$ cat config.mk
export PLATFORM = sky130hd
export DESIGN_NAME = io_bus_arbiter_flat
export DESIGN_NICKNAME = d
export VERILOG_FILES = /design/src/rtl/io_bus_arbiter_if.sv /design/src/rtl/io_bus_arbiter.sv /design/src/flat_wrapper.sv
export SDC_FILE = /design/constraint.sdc
export NUM_CORES = 1
export LEC_CHECK = 0
export ABC_CLOCK_PERIOD_IN_PS = 3200
export BUFFER_PORTS_ARGS = -buffer_cell sky130_fd_sc_hd__buf_4
export CORE_ASPECT_RATIO = 1.4
export CORE_MARGIN = 1.5
export CORE_UTILIZATION = 47
export CTS_CLUSTER_SIZE = 20
export DETAILED_ROUTE_END_ITERATION = 10
export HOLD_SLACK_MARGIN = 0.12
export PLACE_DENSITY = 0.82
export SLEW_MARGIN = 20
export SYNTH_ARGS = -nofsm -noshare
export SYNTH_HDL_FRONTEND = slang
export SYNTH_SLANG_ARGS = --single-unit
$ cat constraint.sdc
create_clock -name clock -period 3.2 [get_ports clock]
set_input_delay 0.64 -clock clock [delete_from_list [all_inputs] [get_ports clock]]
set_output_delay 0.64 -clock clock [all_outputs]
set_load 0.02 [all_outputs]
$ cat src/rtl/io_bus_arbiter_if.sv
// io_bus_arbiter_if
//   Bundles the requester-side handshake and the shared peripheral port of
//   io_bus_arbiter into one interface.
//
//   Requester side (packed, requester i owns slice [16i+15:16i] of the
//   16-bit-per-requester buses):
//     req_valid, req_write, req_addr, req_wdata -> requests into the arbiter
//     req_lock (only with IO_ARB_LOCK_EN)       -> lock request per requester
//     resp_valid, resp_rdata                    -> completion back to requesters
//   Peripheral side:
//     io_waddr, io_raddr, io_wdata, io_wenable  -> driven by the arbiter
//     io_rdata                                  -> returned by the target
//
//   Modports:
//     slave  - the arbiter's view (takes requests, drives the target port)
//     master - the environment's view (requesters plus target)
//
//   Optional feature macro: IO_ARB_LOCK_EN adds req_lock.
interface io_bus_arbiter_if #(
  parameter int NREQ = 2
);
  logic [NREQ-1:0]    req_valid;
  logic [NREQ-1:0]    req_write;
  logic [16*NREQ-1:0] req_addr;
  logic [16*NREQ-1:0] req_wdata;
`ifdef IO_ARB_LOCK_EN
  logic [NREQ-1:0]    req_lock;
`endif
  logic [NREQ-1:0]    resp_valid;
  logic [15:0]        resp_rdata;
  logic [15:0]        io_waddr;
  logic [15:0]        io_raddr;
  logic [15:0]        io_wdata;
  logic               io_wenable;
  logic [15:0]        io_rdata;

`ifdef IO_ARB_LOCK_EN
  modport slave (
    input  req_valid, req_write, req_addr, req_wdata, req_lock, io_rdata,
    output resp_valid, resp_rdata, io_waddr, io_raddr, io_wdata, io_wenable
  );
  modport master (
    output req_valid, req_write, req_addr, req_wdata, req_lock, io_rdata,
    input  resp_valid, resp_rdata, io_waddr, io_raddr, io_wdata, io_wenable
  );
`else
  modport slave (
    input  req_valid, req_write, req_addr, req_wdata, io_rdata,
    output resp_valid, resp_rdata, io_waddr, io_raddr, io_wdata, io_wenable
  );
  modport master (
    output req_valid, req_write, req_addr, req_wdata, io_rdata,
    input  resp_valid, resp_rdata, io_waddr, io_raddr, io_wdata, io_wenable
  );
`endif
endinterface

$ cat src/rtl/io_bus_arbiter.sv
// io_bus_arbiter
//   Shares one io_interface-style peripheral port among NREQ requesters with
//   round-robin arbitration and one transaction in flight at a time. Writes
//   get a single-cycle io_wenable strobe; reads wait a fixed READ_LATENCY
//   for the target's registered data. Each transaction ends with a one-cycle
//   resp_valid pulse to the requester that won it.
//
//   Parameters:
//     NREQ         number of requesters (2..4)
//     READ_LATENCY cycles from io_raddr driven to io_rdata valid (1..4)
//
//   Ports:
//     clock    system clock, rising edge
//     reset    synchronous active-high reset
//     bus      io_bus_arbiter_if.slave: requests, responses, target port
//     busy     high whenever the FSM is not in IDLE
//     grant_id index of the current or last granted requester
//
//   Optional feature macro: IO_ARB_LOCK_EN
//     Adds req_lock. A granted requester holding req_lock in its RESP cycle
//     keeps exclusive access until it drops req_lock in a RESP cycle or
//     drops req_valid in an IDLE cycle.
module io_bus_arbiter #(
  parameter int NREQ         = 2,
  parameter int READ_LATENCY = 1
) (
  input  logic            clock,
  input  logic            reset,
  io_bus_arbiter_if.slave bus,
  output logic            busy,
  output logic [1:0]      grant_id
);

  typedef enum logic [1:0] {IDLE, ACCESS, WAIT, RESP} state_t;

  state_t          r_state;
  state_t          w_stateNext;
  logic [1:0]      r_rrPtr;
  logic [1:0]      r_grantId;
  logic            r_isWrite;
  logic [1:0]      r_waitCnt;
  logic [15:0]     r_addr;
  logic [15:0]     r_wdata;
  logic [15:0]     r_rdata;

  logic [NREQ-1:0] w_eligible;
  logic [1:0]      w_ptr;
  logic [1:0]      w_winner;
  logic            w_found;
  logic [15:0]     w_addrSel;
  logic [15:0]     w_wdataSel;
  logic            w_writeSel;

`ifdef IO_ARB_LOCK_EN
  logic            r_lock;
  logic            w_lockRelease;
  logic            w_holderValid;
  logic            w_lockReq;
`endif

  function automatic logic [1:0] nextIdx(input logic [1:0] idx);
    return (int'(idx) == NREQ - 1) ? 2'd0 : idx + 2'd1;
  endfunction

`ifdef IO_ARB_LOCK_EN
  // Request and lock bits of the lock holder (the last granted requester).
  always_comb begin
    w_holderValid = 1'b0;
    w_lockReq     = 1'b0;
    for (int i = 0; i < NREQ; i++) begin
      if (r_grantId == 2'(i)) begin
        w_holderValid = bus.req_valid[i];
        w_lockReq     = bus.req_lock[i];
      end
    end
  end
`endif

  // Round-robin pick: first eligible requester scanning from w_ptr upward.
  // While locked only the holder is eligible; if the holder has gone quiet
  // the lock drops and the scan starts just past it in the same cycle.
  always_comb begin
    w_eligible = bus.req_valid;
    w_ptr      = r_rrPtr;
`ifdef IO_ARB_LOCK_EN
    w_lockRelease = 1'b0;
    if (r_lock) begin
      if (w_holderValid) begin
        for (int i = 0; i < NREQ; i++) begin
          w_eligible[i] = (r_grantId == 2'(i));
        end
      end else begin
        w_lockRelease = 1'b1;
        w_ptr         = nextIdx(r_grantId);
      end
    end
`endif
    w_found  = 1'b0;
    w_winner = w_ptr;
    for (int k = 0; k < NREQ; k++) begin
      for (int i = 0; i < NREQ; i++) begin
        if (!w_found && (i == (int'(w_ptr) + k) % NREQ) && w_eligible[i]) begin
          w_found  = 1'b1;
          w_winner = 2'(i);
        end
      end
    end
  end

  // Unpack the winner's write flag, address and data.
  always_comb begin
    w_addrSel  = '0;
    w_wdataSel = '0;
    w_writeSel = 1'b0;
    for (int i = 0; i < NREQ; i++) begin
      if (w_winner == 2'(i)) begin
        w_addrSel  = bus.req_addr[16*i +: 16];
        w_wdataSel = bus.req_wdata[16*i +: 16];
        w_writeSel = bus.req_write[i];
      end
    end
  end

  always_ff @(posedge clock) begin
    if (reset) begin
      r_state <= IDLE;
    end else begin
      r_state <= w_stateNext;
    end
  end

  // Reads always pass through WAIT: the target registers io_raddr and
  // presents data READ_LATENCY cycles after ACCESS, so it is captured in
  // the last of READ_LATENCY WAIT cycles.
  always_comb begin
    w_stateNext = r_state;
    case (r_state)
      IDLE:    if (w_found) w_stateNext = ACCESS;
      ACCESS:  w_stateNext = r_isWrite ? RESP : WAIT;
      WAIT:    if (r_waitCnt == 2'd0) w_stateNext = RESP;
      RESP:    w_stateNext = IDLE;
      default: w_stateNext = IDLE;
    endcase
  end

  always_ff @(posedge clock) begin
    if (reset) begin
      r_rrPtr   <= 2'd0;
      r_grantId <= 2'd0;
      r_isWrite <= 1'b0;
      r_waitCnt <= 2'd0;
      r_addr    <= '0;
      r_wdata   <= '0;
      r_rdata   <= '0;
`ifdef IO_ARB_LOCK_EN
      r_lock    <= 1'b0;
`endif
    end else begin
      case (r_state)
        IDLE: begin
`ifdef IO_ARB_LOCK_EN
          if (w_lockRelease) begin
            r_lock  <= 1'b0;
            r_rrPtr <= nextIdx(r_grantId);
          end
`endif
          if (w_found) begin
            r_grantId <= w_winner;
            r_isWrite <= w_writeSel;
            r_addr    <= w_addrSel;
            r_wdata   <= w_wdataSel;
            r_waitCnt <= 2'(READ_LATENCY - 1);
          end
        end
        WAIT: begin
          if (r_waitCnt == 2'd0) begin
            r_rdata <= bus.io_rdata;
          end else begin
            r_waitCnt <= r_waitCnt - 2'd1;
          end
        end
        RESP: begin
`ifdef IO_ARB_LOCK_EN
          // Holding the lock freezes the pointer; the holder stays eligible.
          if (w_lockReq) begin
            r_lock <= 1'b1;
          end else begin
            r_lock  <= 1'b0;
            r_rrPtr <= nextIdx(r_grantId);
          end
`else
          r_rrPtr <= nextIdx(r_grantId);
`endif
        end
        default: ;
      endcase
    end
  end

  // Response pulse goes only to the granted requester.
  always_comb begin
    bus.resp_valid = '0;
    for (int i = 0; i < NREQ; i++) begin
      bus.resp_valid[i] = (r_state == RESP) && (r_grantId == 2'(i));
    end
  end

  assign bus.io_wenable = (r_state == ACCESS) && r_isWrite;
  assign bus.io_waddr   = r_addr;
  assign bus.io_raddr   = r_addr;
  assign bus.io_wdata   = r_wdata;
  assign bus.resp_rdata = r_rdata;
  assign busy           = (r_state != IDLE);
  assign grant_id       = r_grantId;

endmodule

$ cat src/flat_wrapper.sv
// flat-port wrapper written by rule: the top's interface ports become plain ports
module io_bus_arbiter_flat 
#(
  parameter int NREQ         = 2,
  parameter int READ_LATENCY = 1
)
  (clock, reset, busy, grant_id, bus_req_valid, bus_req_write, bus_req_addr, bus_req_wdata, bus_io_rdata, bus_resp_valid, bus_resp_rdata, bus_io_waddr, bus_io_raddr, bus_io_wdata, bus_io_wenable);
  io_bus_arbiter_if #(.NREQ(NREQ)) bus_i ();
  input  logic clock;
  input  logic reset;
  output logic busy;
  output logic [1:0] grant_id;
  input wire logic [$bits(bus_i.req_valid)-1:0] bus_req_valid;
  input wire logic [$bits(bus_i.req_write)-1:0] bus_req_write;
  input wire logic [$bits(bus_i.req_addr)-1:0] bus_req_addr;
  input wire logic [$bits(bus_i.req_wdata)-1:0] bus_req_wdata;
  input wire logic [$bits(bus_i.io_rdata)-1:0] bus_io_rdata;
  output wire logic [$bits(bus_i.resp_valid)-1:0] bus_resp_valid;
  output wire logic [$bits(bus_i.resp_rdata)-1:0] bus_resp_rdata;
  output wire logic [$bits(bus_i.io_waddr)-1:0] bus_io_waddr;
  output wire logic [$bits(bus_i.io_raddr)-1:0] bus_io_raddr;
  output wire logic [$bits(bus_i.io_wdata)-1:0] bus_io_wdata;
  output wire logic [$bits(bus_i.io_wenable)-1:0] bus_io_wenable;
  assign bus_i.req_valid = bus_req_valid;
  assign bus_i.req_write = bus_req_write;
  assign bus_i.req_addr = bus_req_addr;
  assign bus_i.req_wdata = bus_req_wdata;
  assign bus_i.io_rdata = bus_io_rdata;
  assign bus_resp_valid = bus_i.resp_valid;
  assign bus_resp_rdata = bus_i.resp_rdata;
  assign bus_io_waddr = bus_i.io_waddr;
  assign bus_io_raddr = bus_i.io_raddr;
  assign bus_io_wdata = bus_i.io_wdata;
  assign bus_io_wenable = bus_i.io_wenable;
  io_bus_arbiter #(.NREQ(NREQ), .READ_LATENCY(READ_LATENCY)) u_core (.clock(clock), .reset(reset), .bus(bus_i), .busy(busy), .grant_id(grant_id));
endmodule
==> results of run 1 <==
[power groups by stage]
stage / Clock, W / Combinational (W) / Sequential, W
floorplan: 0 / 0.000943 / 0.00134
global placement: 0 / 0.00172 / 0.00111
detailed placement: 0 / 0.00176 / 0.00112
CTS: 0.000664 / 0.00176 / 0.00110
global route: 0.000703 / 0.00189 / 0.00114
finish: 0.000655 / 0.00174 / 0.00111
[registers in the layout, indices dropped and copies added (netlist names)]
signal,cells
u_core.r_isWrite,1
u_core.grant_id,2
u_core.bus.io_raddr,16
u_core.bus.io_wdata,16
u_core.r_state,2
u_core.bus.resp_rdata,16
u_core.r_waitCnt,2
u_core.r_rrPtr,2
[metal layers]
metal	part of all wire	global-route usage	vias to the layer above
met5	0	0	-
met4	0.018	0.107	0
met3	0.082	0.0547	11
met2	0.51	0.423	129
met1	0.39	0.278	1300
li1	-	-	1423
[worst max-delay path by stage]
stage                     slack [ns]               from                      to  cells past startpoint
final                           1.08  u_core.r_state[0]                    busy                      4
after floorplan                 1.22  u_core.r_state[0]                    busy                      5
after global routing            0.94  u_core.r_state[1]                    busy                      4
after detailed placement        1.11   bus_req_valid[1]  u_core.bus.io_raddr[2]                      5
after CTS                       1.03  u_core.r_state[0]                    busy                      4
after global placement          1.14   bus_req_valid[1]  u_core.bus.io_wdata[0]                      4
[cell families after synthesis]
| group | Yosys count |
|---|---|
| flops | 57 |
| buf+inv | 51 |
| compound gates | 129 |
| simple gates | 88 |
| fa+ha+maj | 6 |
[tightest hold or removal path, stage by stage, from the launching register on]
cell,delay (ns)
dfxtp_1,0.31
nand2_1,0.05
a21oi_1,0.05
[cell type report]
| cell class | count | area (sq um) |
|---|---|---|
| multi-input cells | 223 | 1270 |
| clock inverters | 6 | 57.6 |
| well taps | 68 | 85.1 |
| clock buffers | 10 | 138 |
| repair buffers | 159 | 1190 |
| fillers | 488 | 1620 |
| flip-flops and latches | 57 | 1140 |
| inverters | 6 | 22.5 |
[stage by stage]
step / power [W] / util
after floorplan: 0.00229 / -
after global placement: 0.00283 / 0.672
after global routing: 0.00373 / 0.707
final: 0.00350 / 0.707
after detailed placement: 0.00288 / 0.672
after CTS: 0.00353 / 0.707
[placed cells by master, fill, tap and decap left out, drive strengths merged, types with 3 or more instances in the layout]
cell type	n
nor3b	3
nand2b	3
inv	6
buf	159
ha	6
o21ai	67
clkinv	4
a311oi	33
dfxtp	57
nand2	34
clkbuf	10
a21oi	20
nor2	37
==> reports/qor.csv, run 1 <==
stage,metric,value,unit
outcome,status,"complete, no violations",
synthesis,synthXorXnorAreaFrac,0,
min_path,min_delay_worst_endpoint,u_core.bus.resp_rdata[4],
setup_path,worstPathMaxFanout,12,
timing,whs,0.455,ns
timing,skew,0.00632,ns
synthesis,synth_compound_area_frac,0.298,
placed_design,gp_congestion,0.805,
timing,tns,0,ns
clock_network,cts_tree,done,
synthesis,ys_top_cells_by_count,"57 x dfxtp_1, 52 x o21ai_0, 37 x nor2_1",
synthesis,syn_nets,423,
global_route,antenna_found_initial,0,
setup_path,end_kind,primary output,
setup_path,path_cells,inv_1 -> ha_1 -> inv_1 -> buf_4,
drt,avgViaCountPerCell,5.41,
placed_design,io_buffer_count,155,
drt,drt_wl_total,7620,microns
floorplan,die_y,92.4,microns
setup_path,cp_data_required_time,2.56,ns
layout,synthToLayoutAreaGrowth,45.5,%
floorplan,io_pins,156,
setup_path,reg2reg_slack,1.32,ns
synthesis,synth.cell_area,2680,sq um
timing,layout_setup_ws,1.08,ns
power_and_ir_drop,p_sw,0.00147,W
floorplan,rows,32,
timing,period_minus_slack,2.12,ns
synthesis,synth_adder_area_share,0.0280,
synthesis,synth_edf_count,0,
min_path,min_path_type,reg2reg,
setup_path,cpMostUsedCell,inv_1,
drt,vias,2863,
floorplan,dieWidth,66.9,microns
floorplan,die_area,6180,sq um
drt,ant_nets,0,
min_path,holdCritStartpoint,u_core.bus.resp_rdata[4],
clock_network,clkLatencyLatePin,0.32,ns
min_path,hold_path_depth,2,
drt,dr.pass1.iters,4,
timing,fin_crit_sh,0.663,
power_and_ir_drop,p_leak,1.72,nW
clock_network,cts_setup_buffers,0,
clock_network,cts_hold_buf,0,
global_route,grt_pass1_wl,11800,microns
drt,drtIter0Drc,228,
setup_path,cpPeakStageDelay,0.44,ns
synthesis,synth.most_common_cell,dfxtp_1,
clock_network,clock_path_buffers,2,
power_and_ir_drop,clkPwrFrac,0.187,
timing,finalHoldViolCount,0,
drt,routedWlPerCell,14.4,microns
setup_path,path_buf_inv,3,
setup_path,critPathSlowestCell,ha_1,
setup_path,critPathKind,reg2out,
synthesis,netlist_instances,331,
synthesis,synth_area_leader_cell,dfxtp_1,
drt,drcViolationCount,0,
power_and_ir_drop,sequentialPowerShare,0.316,
placed_design,placed_cells,513,
clock_network,cts_buffers,9,
power_and_ir_drop,peakVddDrop,612,uV
placed_design,place_area,3710,sq um
synthesis,synth-simple-area-share,0.144,
clock_network,cts_resized,0,
floorplan,start_util,0.486,
timing,max-slew-margin-rel,0.409,
global_route,grt_max_degree,58,
global_route,grt_usage,0.243,
synthesis,yosysWarnings,0,
layout,fin_cells,529,
synthesis,synth_seq_cells,57,
placed_design,dp_slack,1.11,ns
global_route,first_global_vias,2645,
placed_design,hpwl,5300,microns
setup_path,arrival,1.48,ns
global_route,grt_overflow,0,
setup_path,cp-start-kind,flip-flop,
timing,rsz0062_at_grt,false,
setup_path,regToRegStartpoint,u_core.r_state[0],
timing,tightest_slew,0.886,ns
synthesis,yosysTopAreaCellShare,0.425,
synthesis,synthTopCellsByArea,"dfxtp_1 43%, a311oi_1 11%, o21ai_0 9.7%, buf_4 5.6%, nor2_1 5.2%",
layout,final_nets,548,
synthesis,synth_ff_type,dfxtp_1,
setup_path,timing.rr.end,u_core.r_state[0],
synthesis,synthMuxAreaShare,0,
clock_network,cts.sinks,57,
synthesis,seq_area_frac_synth,0.425,
run,drv_cap,0,
power_and_ir_drop,power_frac_comb,0.498,
timing,setup_viol,0,
floorplan,core,5530,sq um
timing,maxSlewViolCount,0,
clock_network,root_buffer,clkbuf_8,
clock_network,path_clk_slew,0.06,ns
synthesis,ys_async_sr_fraction,0,
power_and_ir_drop,internal-power,0.00203,W
clock_network,htree_num_levels,3,
synthesis,ys_types,34,
power_and_ir_drop,cellPowerDensity,897,nW/um^2
layout,fin_area,3910,sq um
timing,max_freq,471,MHz
layout,num_antenna_cells,0,
setup_path,cp_top_family,adder cells,
setup_path,reg2reg_depth,5,
synthesis,synth_top_family_by_area,compound AO/OA/AOI/OAI gates,
synthesis,syn_avg_cell_area,8.11,sq um
layout,drive_gt1_frac,0.388,
power_and_ir_drop,swShare,0.419,
(Power assumes the default switching activity.)
==> run 2, diff against run 1 <==
- ABC_CLOCK_PERIOD_IN_PS: 3200 -> 2200
- CORE_UTILIZATION: 47 -> 44
- PLACE_DENSITY: 0.82 -> 0.77
- clock period: 3.2 -> 2.2 ns (I/O delays scaled with it)
==> run 2 against run 1 <==
Against the previous run: setup slack lost 0.86 ns; clock power grew 44%; combinational power grew 48%; critical path depth grew 1; sequential share of layout area shrank 0.29 points; first-iteration DRC count grew 16%; final area grew 0.99%; via count grew 0.14%.
==> reports/qor.csv, run 2 (synthesized netlist as in run 1, its figures left out) <==
stage,metric,value,unit,change
layout,fill_cells,544,,+11%
layout,drive_gt1_frac,0.387,,-0.00119
timing,tns,0,ns,unchanged
setup_path,worstPathMaxFanout,14,,+2
global_route,grt_overflow,0,,unchanged
floorplan,die_y,95.4,microns,+3.2%
placed_design,gp_congestion,0.771,,-4.2%
floorplan,dieWidth,69.0,microns,+3.2%
timing,whs,0.355,ns,-0.0994 ns
timing,finalHoldViolCount,0,,unchanged
power_and_ir_drop,sequentialPowerShare,0.314,,-0.002
timing,max-slew-margin-rel,0.597,,+0.188
run,drv_cap,0,,unchanged
clock_network,root_buffer,clkbuf_8,,
clock_network,cts_buffers,9,,unchanged
clock_network,cts.sinks,57,,unchanged
power_and_ir_drop,swShare,0.416,,-0.00311
timing,tightest_slew,0.604,ns,-0.281 ns
global_route,grt_pass1_wl,12100,microns,+3.1%
layout,layout_common_cells,"162 x buf_4, 57 x dfxtp_1, 52 x o21ai_0",,
layout,num_antenna_cells,0,,unchanged
clock_network,cts_resized,0,,unchanged
floorplan,die_area,6580,sq um,+6.6%
power_and_ir_drop,peakVddDrop,576,uV,-5.8%
drt,dr.pass1.iters,4,,unchanged
global_route,grt_usage,0.229,,-0.0144
timing,setup_viol,0,,unchanged
floorplan,io_pins,156,,unchanged
clock_network,clkLatencyLatePin,0.33,ns,about the same
power_and_ir_drop,clkPwrFrac,0.183,,-0.004
min_path,min_path_type,in2reg,,
setup_path,critPathKind,reg2out,,
outcome,status,"complete, no violations",,
placed_design,dp_slack,0.446,ns,-0.662 ns
power_and_ir_drop,power_frac_comb,0.503,,+0.005
floorplan,start_util,0.458,,-0.0280
setup_path,arrival,1.54,ns,+0.06 ns
power_and_ir_drop,cellPowerDensity,1300,nW/um^2,+45%
layout,final_util,0.673,,-0.0341
floorplan,rows,33,,+3.1%
layout,final-seq-area,1140,sq um,unchanged
global_route,first_global_vias,2706,,+2.3%
clock_network,cts_hold_buf,0,,unchanged
global_route,grt_max_degree,58,,unchanged
setup_path,cp_data_required_time,1.76,ns,-0.80 ns
setup_path,end_kind,primary output,,
placed_design,io_buffer_count,155,,unchanged
placed_design,hpwl,5490,microns,+3.4%
clock_network,path_clk_slew,0.06,ns,about the same
timing,rsz0062_at_grt,false,,
drt,avgViaCountPerCell,5.36,,-0.98%
timing,period_minus_slack,1.98,ns,
drt,drtIter0Drc,264,,+16%
clock_network,cts_tree,done,,
timing,fin_crit_sh,0.899,,
clock_network,clock_path_buffers,2,,unchanged
floorplan,core,5860,sq um,+6.1%
drt,ant_nets,0,,unchanged
layout,multi_input_area,1270,sq um,unchanged
power_and_ir_drop,total_power,0.00514,W,+47%
layout,synthToLayoutAreaGrowth,47.0,%,
drt,drt_wl_total,7830,microns,+2.8%
global_route,antenna_found_initial,0,,unchanged
layout,final_nets,552,,+0.73%
timing,skew,0.00760,ns,+0.00128 ns
setup_path,cp-start-kind,flip-flop,,
drt,routedWlPerCell,14.6,microns,+1.7%
clock_network,htree_num_levels,3,,unchanged
power_and_ir_drop,p_leak,1.73,nW,+1.1%
timing,layout_setup_ws,0.221,ns,-0.858 ns
drt,drcViolationCount,0,,unchanged
timing,max_freq,505,MHz,
power_and_ir_drop,internal-power,0.00300,W,+48%
drt,vias,2867,,+0.14%
power_and_ir_drop,p_sw,0.00214,W,+46%
timing,maxSlewViolCount,0,,unchanged
clock_network,cts_setup_buffers,0,,unchanged
layout,final_common_cell,buf_4,,
## run 2: per-layer routing
layer / part of all wire / GRT usage
met1: 0.39 / 0.258
met2: 0.52 / 0.414
met3: 0.073 / 0.0634
met4: 0.012 / 0.0801
met5: 0 / 0
## run 2: worst paths after layout
check                                          startpoint                        end  slack (ns)  cells past startpoint
worst max register to register          u_core.r_state[0]        u_core.r_waitCnt[0]        0.52                      5
worst min register to register  u_core.bus.resp_rdata[12]  u_core.bus.resp_rdata[12]        0.46                      2
worst max-delay path                    u_core.r_state[0]                       busy        0.22                      5
worst min-delay path                      bus_io_rdata[1]   u_core.bus.resp_rdata[1]        0.36                      3
## run 2: metrics by stage
step | instance area (sq um) | instances
final | 3950 | 535
after global routing | 3950 | 535
after CTS | 3950 | 535
after detailed placement | 3760 | 519
after global placement | 3760 | 519
after floorplan | 2680 | 331
## run 2: power groups by stage
stage	combinational (W)	clock (W)	sequential, W
2_1_floorplan	0.00137	0	0.00196
3_3_place_gp	0.00255	0	0.00162
3_5_place_dp	0.00260	0	0.00163
4_1_cts	0.00260	0.000963	0.00162
5_1_grt	0.00280	0.00101	0.00166
6_report	0.00258	0.000942	0.00162
## run 2: final cells by class
type,count,share of cell area
Multi-Input combinational cell,223,0.322
Timing Repair Buffer,163,0.313
Sequential cell,57,0.289
Clock buffer,13,0.0377
Tap cell,70,0.0222
Clock inverter,3,0.0101
Inverter,6,0.00571
## run 2: worst max-delay path, cell delays in order (launching register included)
cell     delay [ns]
dfxtp_1        0.33
inv_1          0.15
ha_1           0.27
buf_4          0.24
inv_1          0.08
buf_4          0.16
==> run 3, diff against run 2 <==
- CELL_PAD_IN_SITES_DETAIL_PLACEMENT: unset -> 1
- CELL_PAD_IN_SITES_GLOBAL_PLACEMENT: unset -> 1
- CORE_UTILIZATION: 44 -> 30
==> run 3 against run 2 <==
Against the previous run: setup slack about the same; utilization decreased by 19 points; final area up 4.9%; critical path depth is the same; highest routed layer unchanged; largest cell class unchanged; cell count is 7.1% higher; via count up 2.3%; clock skew shrank 0.0021 ns.
==> reports/qor.csv, run 3 (synthesized netlist as in run 1, its figures left out) <==
stage,metric,value,unit,change
layout,final_util,0.478,,-0.195
timing,rsz0062_at_grt,false,,
floorplan,rows,40,,+21%
layout,layout_common_cells,"166 x buf_4, 57 x dfxtp_1, 52 x o21ai_0",,
layout,synthToLayoutAreaGrowth,54.3,%,
placed_design,dp_slack,0.503,ns,+0.0571 ns
clock_network,cts_setup_buffers,0,,unchanged
clock_network,path_clk_slew,0.05,ns,about the same
timing,whs,0.367,ns,+0.0114 ns
placed_design,hpwl,6680,microns,+22%
clock_network,cts.sinks,57,,unchanged
outcome,status,"complete, no violations",,
drt,dr.pass1.iters,4,,unchanged
power_and_ir_drop,peakVddDrop,579,uV,+0.41%
clock_network,clock_path_buffers,2,,unchanged
clock_network,cts_buffers,9,,unchanged
setup_path,reg2reg_depth,5,,unchanged
min_path,holdCritStartpoint,bus_io_rdata[12],,
power_and_ir_drop,cellPowerDensity,1390,nW/um^2,+6.9%
layout,drive_gt1_frac,0.397,,+0.0103
timing,finalHoldViolCount,0,,unchanged
floorplan,die_area,9530,sq um,+45%
global_route,antenna_found_initial,0,,unchanged
clock_network,cts_resized,0,,unchanged
setup_path,cp_data_required_time,1.76,ns,about the same
setup_path,arrival,1.54,ns,about the same
run,drv_cap,0,,unchanged
clock_network,clkLatencyLatePin,0.32,ns,about the same
drt,drt_wl_total,9120,microns,+16%
global_route,first_global_vias,3088,,+14%
drt,drcViolationCount,0,,unchanged
timing,tightest_slew,0.618,ns,+0.0137 ns
clock_network,cts_hold_buf,0,,unchanged
setup_path,timing.rr.end,u_core.r_state[0],,
drt,vias,2932,,+2.3%
global_route,grt_overflow,0,,unchanged
min_path,min_path_type,in2reg,,
clock_network,htree_num_levels,3,,unchanged
timing,layout_setup_ws,0.222,ns,+0.000329 ns
timing,skew,0.00545,ns,-0.00215 ns
layout,final_common_cell,buf_4,,
drt,avgViaCountPerCell,5.12,,-4.5%
timing,max-slew-margin-rel,0.588,,-0.00911
drt,ant_nets,0,,unchanged
floorplan,start_util,0.310,,-0.148
global_route,grt_usage,0.192,,-0.0371
power_and_ir_drop,total_power,0.00577,W,+12%
floorplan,dieWidth,82.9,microns,+20%
layout,num_antenna_cells,0,,unchanged
clock_network,root_buffer,clkbuf_16,,
layout,final_nets,555,,+0.54%
clock_network,cts_tree,done,,
placed_design,gp_congestion,0.740,,-4.0%
drt,drtIter0Drc,124,,-53%
timing,tns,0,ns,unchanged
timing,period_minus_slack,1.98,ns,-0.000329 ns
min_path,hold_path_depth,3,,unchanged
setup_path,end_kind,primary output,,
timing,maxSlewViolCount,0,,unchanged
floorplan,io_pins,156,,unchanged
floorplan,core,8660,sq um,+48%
layout,fill_cells,1056,,+94%
setup_path,reg2reg_slack,0.50,ns,-0.02 ns
timing,setup_viol,0,,unchanged
setup_path,cp-start-kind,flip-flop,,
global_route,grt_max_degree,58,,unchanged
timing,max_freq,505,MHz,about the same
floorplan,die_y,115,microns,+20%
power_and_ir_drop,p_leak,1.81,nW,+4.3%
setup_path,critPathKind,reg2out,,
min_path,min_delay_worst_endpoint,u_core.bus.resp_rdata[12],,
setup_path,worstPathMaxFanout,17,,+3
global_route,grt_pass1_wl,14700,microns,+21%
setup_path,regToRegStartpoint,u_core.r_state[0],,
timing,fin_crit_sh,0.899,,about the same
placed_design,io_buffer_count,155,,unchanged
drt,routedWlPerCell,15.9,microns,+8.7%
[run 3: where the power goes]
part / internal (W) / total (W) / switching [W]
Sequential: 0.00138 / 0.00162 / 0.000238
Clock: 0.00105 / 0.00152 / 0.000474
Combinational: 0.00108 / 0.00263 / 0.00155
[run 3: worst max-delay path by stage]
stage / slack, ns / depth (start not counted) / start / endpoint
after floorplan: 0.42 / 5 / u_core.r_state[0] / busy
after global placement: 0.57 / 5 / u_core.r_state[0] / u_core.r_waitCnt[0]
after detailed placement: 0.50 / 5 / u_core.r_state[0] / u_core.r_state[0]
after CTS: 0.20 / 5 / u_core.r_state[0] / busy
after global routing: 0.12 / 5 / u_core.r_state[0] / busy
final: 0.22 / 5 / u_core.r_state[0] / busy
[run 3: layout make-up]
cell class | count | area, sq um | area share
clock inverter | 5 | 77.6 | 0.0187
tap | 105 | 131 | 0.0317
timing repair buffer | 166 | 1250 | 0.301
clock buffer | 11 | 253 | 0.0610
inverter | 6 | 22.5 | 0.00544
multi-input combinational | 223 | 1270 | 0.306
sequential | 57 | 1140 | 0.276
[run 3: worst max-delay path, cell delays in order (launching register included)]
cell,delay (ns)
dfxtp_1,0.32
inv_1,0.14
ha_1,0.26
buf_4,0.26
inv_1,0.07
buf_4,0.16
[run 3: per-layer routing]
layer / track usage / wire (microns) / vias to the layer above
met1: 0.208 / 3600 / 1386
li1: - / - / 1433
met4: 0.106 / 214 / 0
met3: 0.0330 / 417 / 17
met5: 0 / 0 / -
met2: 0.354 / 4890 / 96
[run 3: stage by stage]
| stage | cell area (sq um) | cells |
|---|---|---|
| after floorplan | 2680 | 331 |
| after global placement | 3810 | 557 |
| after detailed placement | 3810 | 557 |
| after CTS | 4140 | 573 |
| after global routing | 4140 | 573 |
| final | 4140 | 573 |
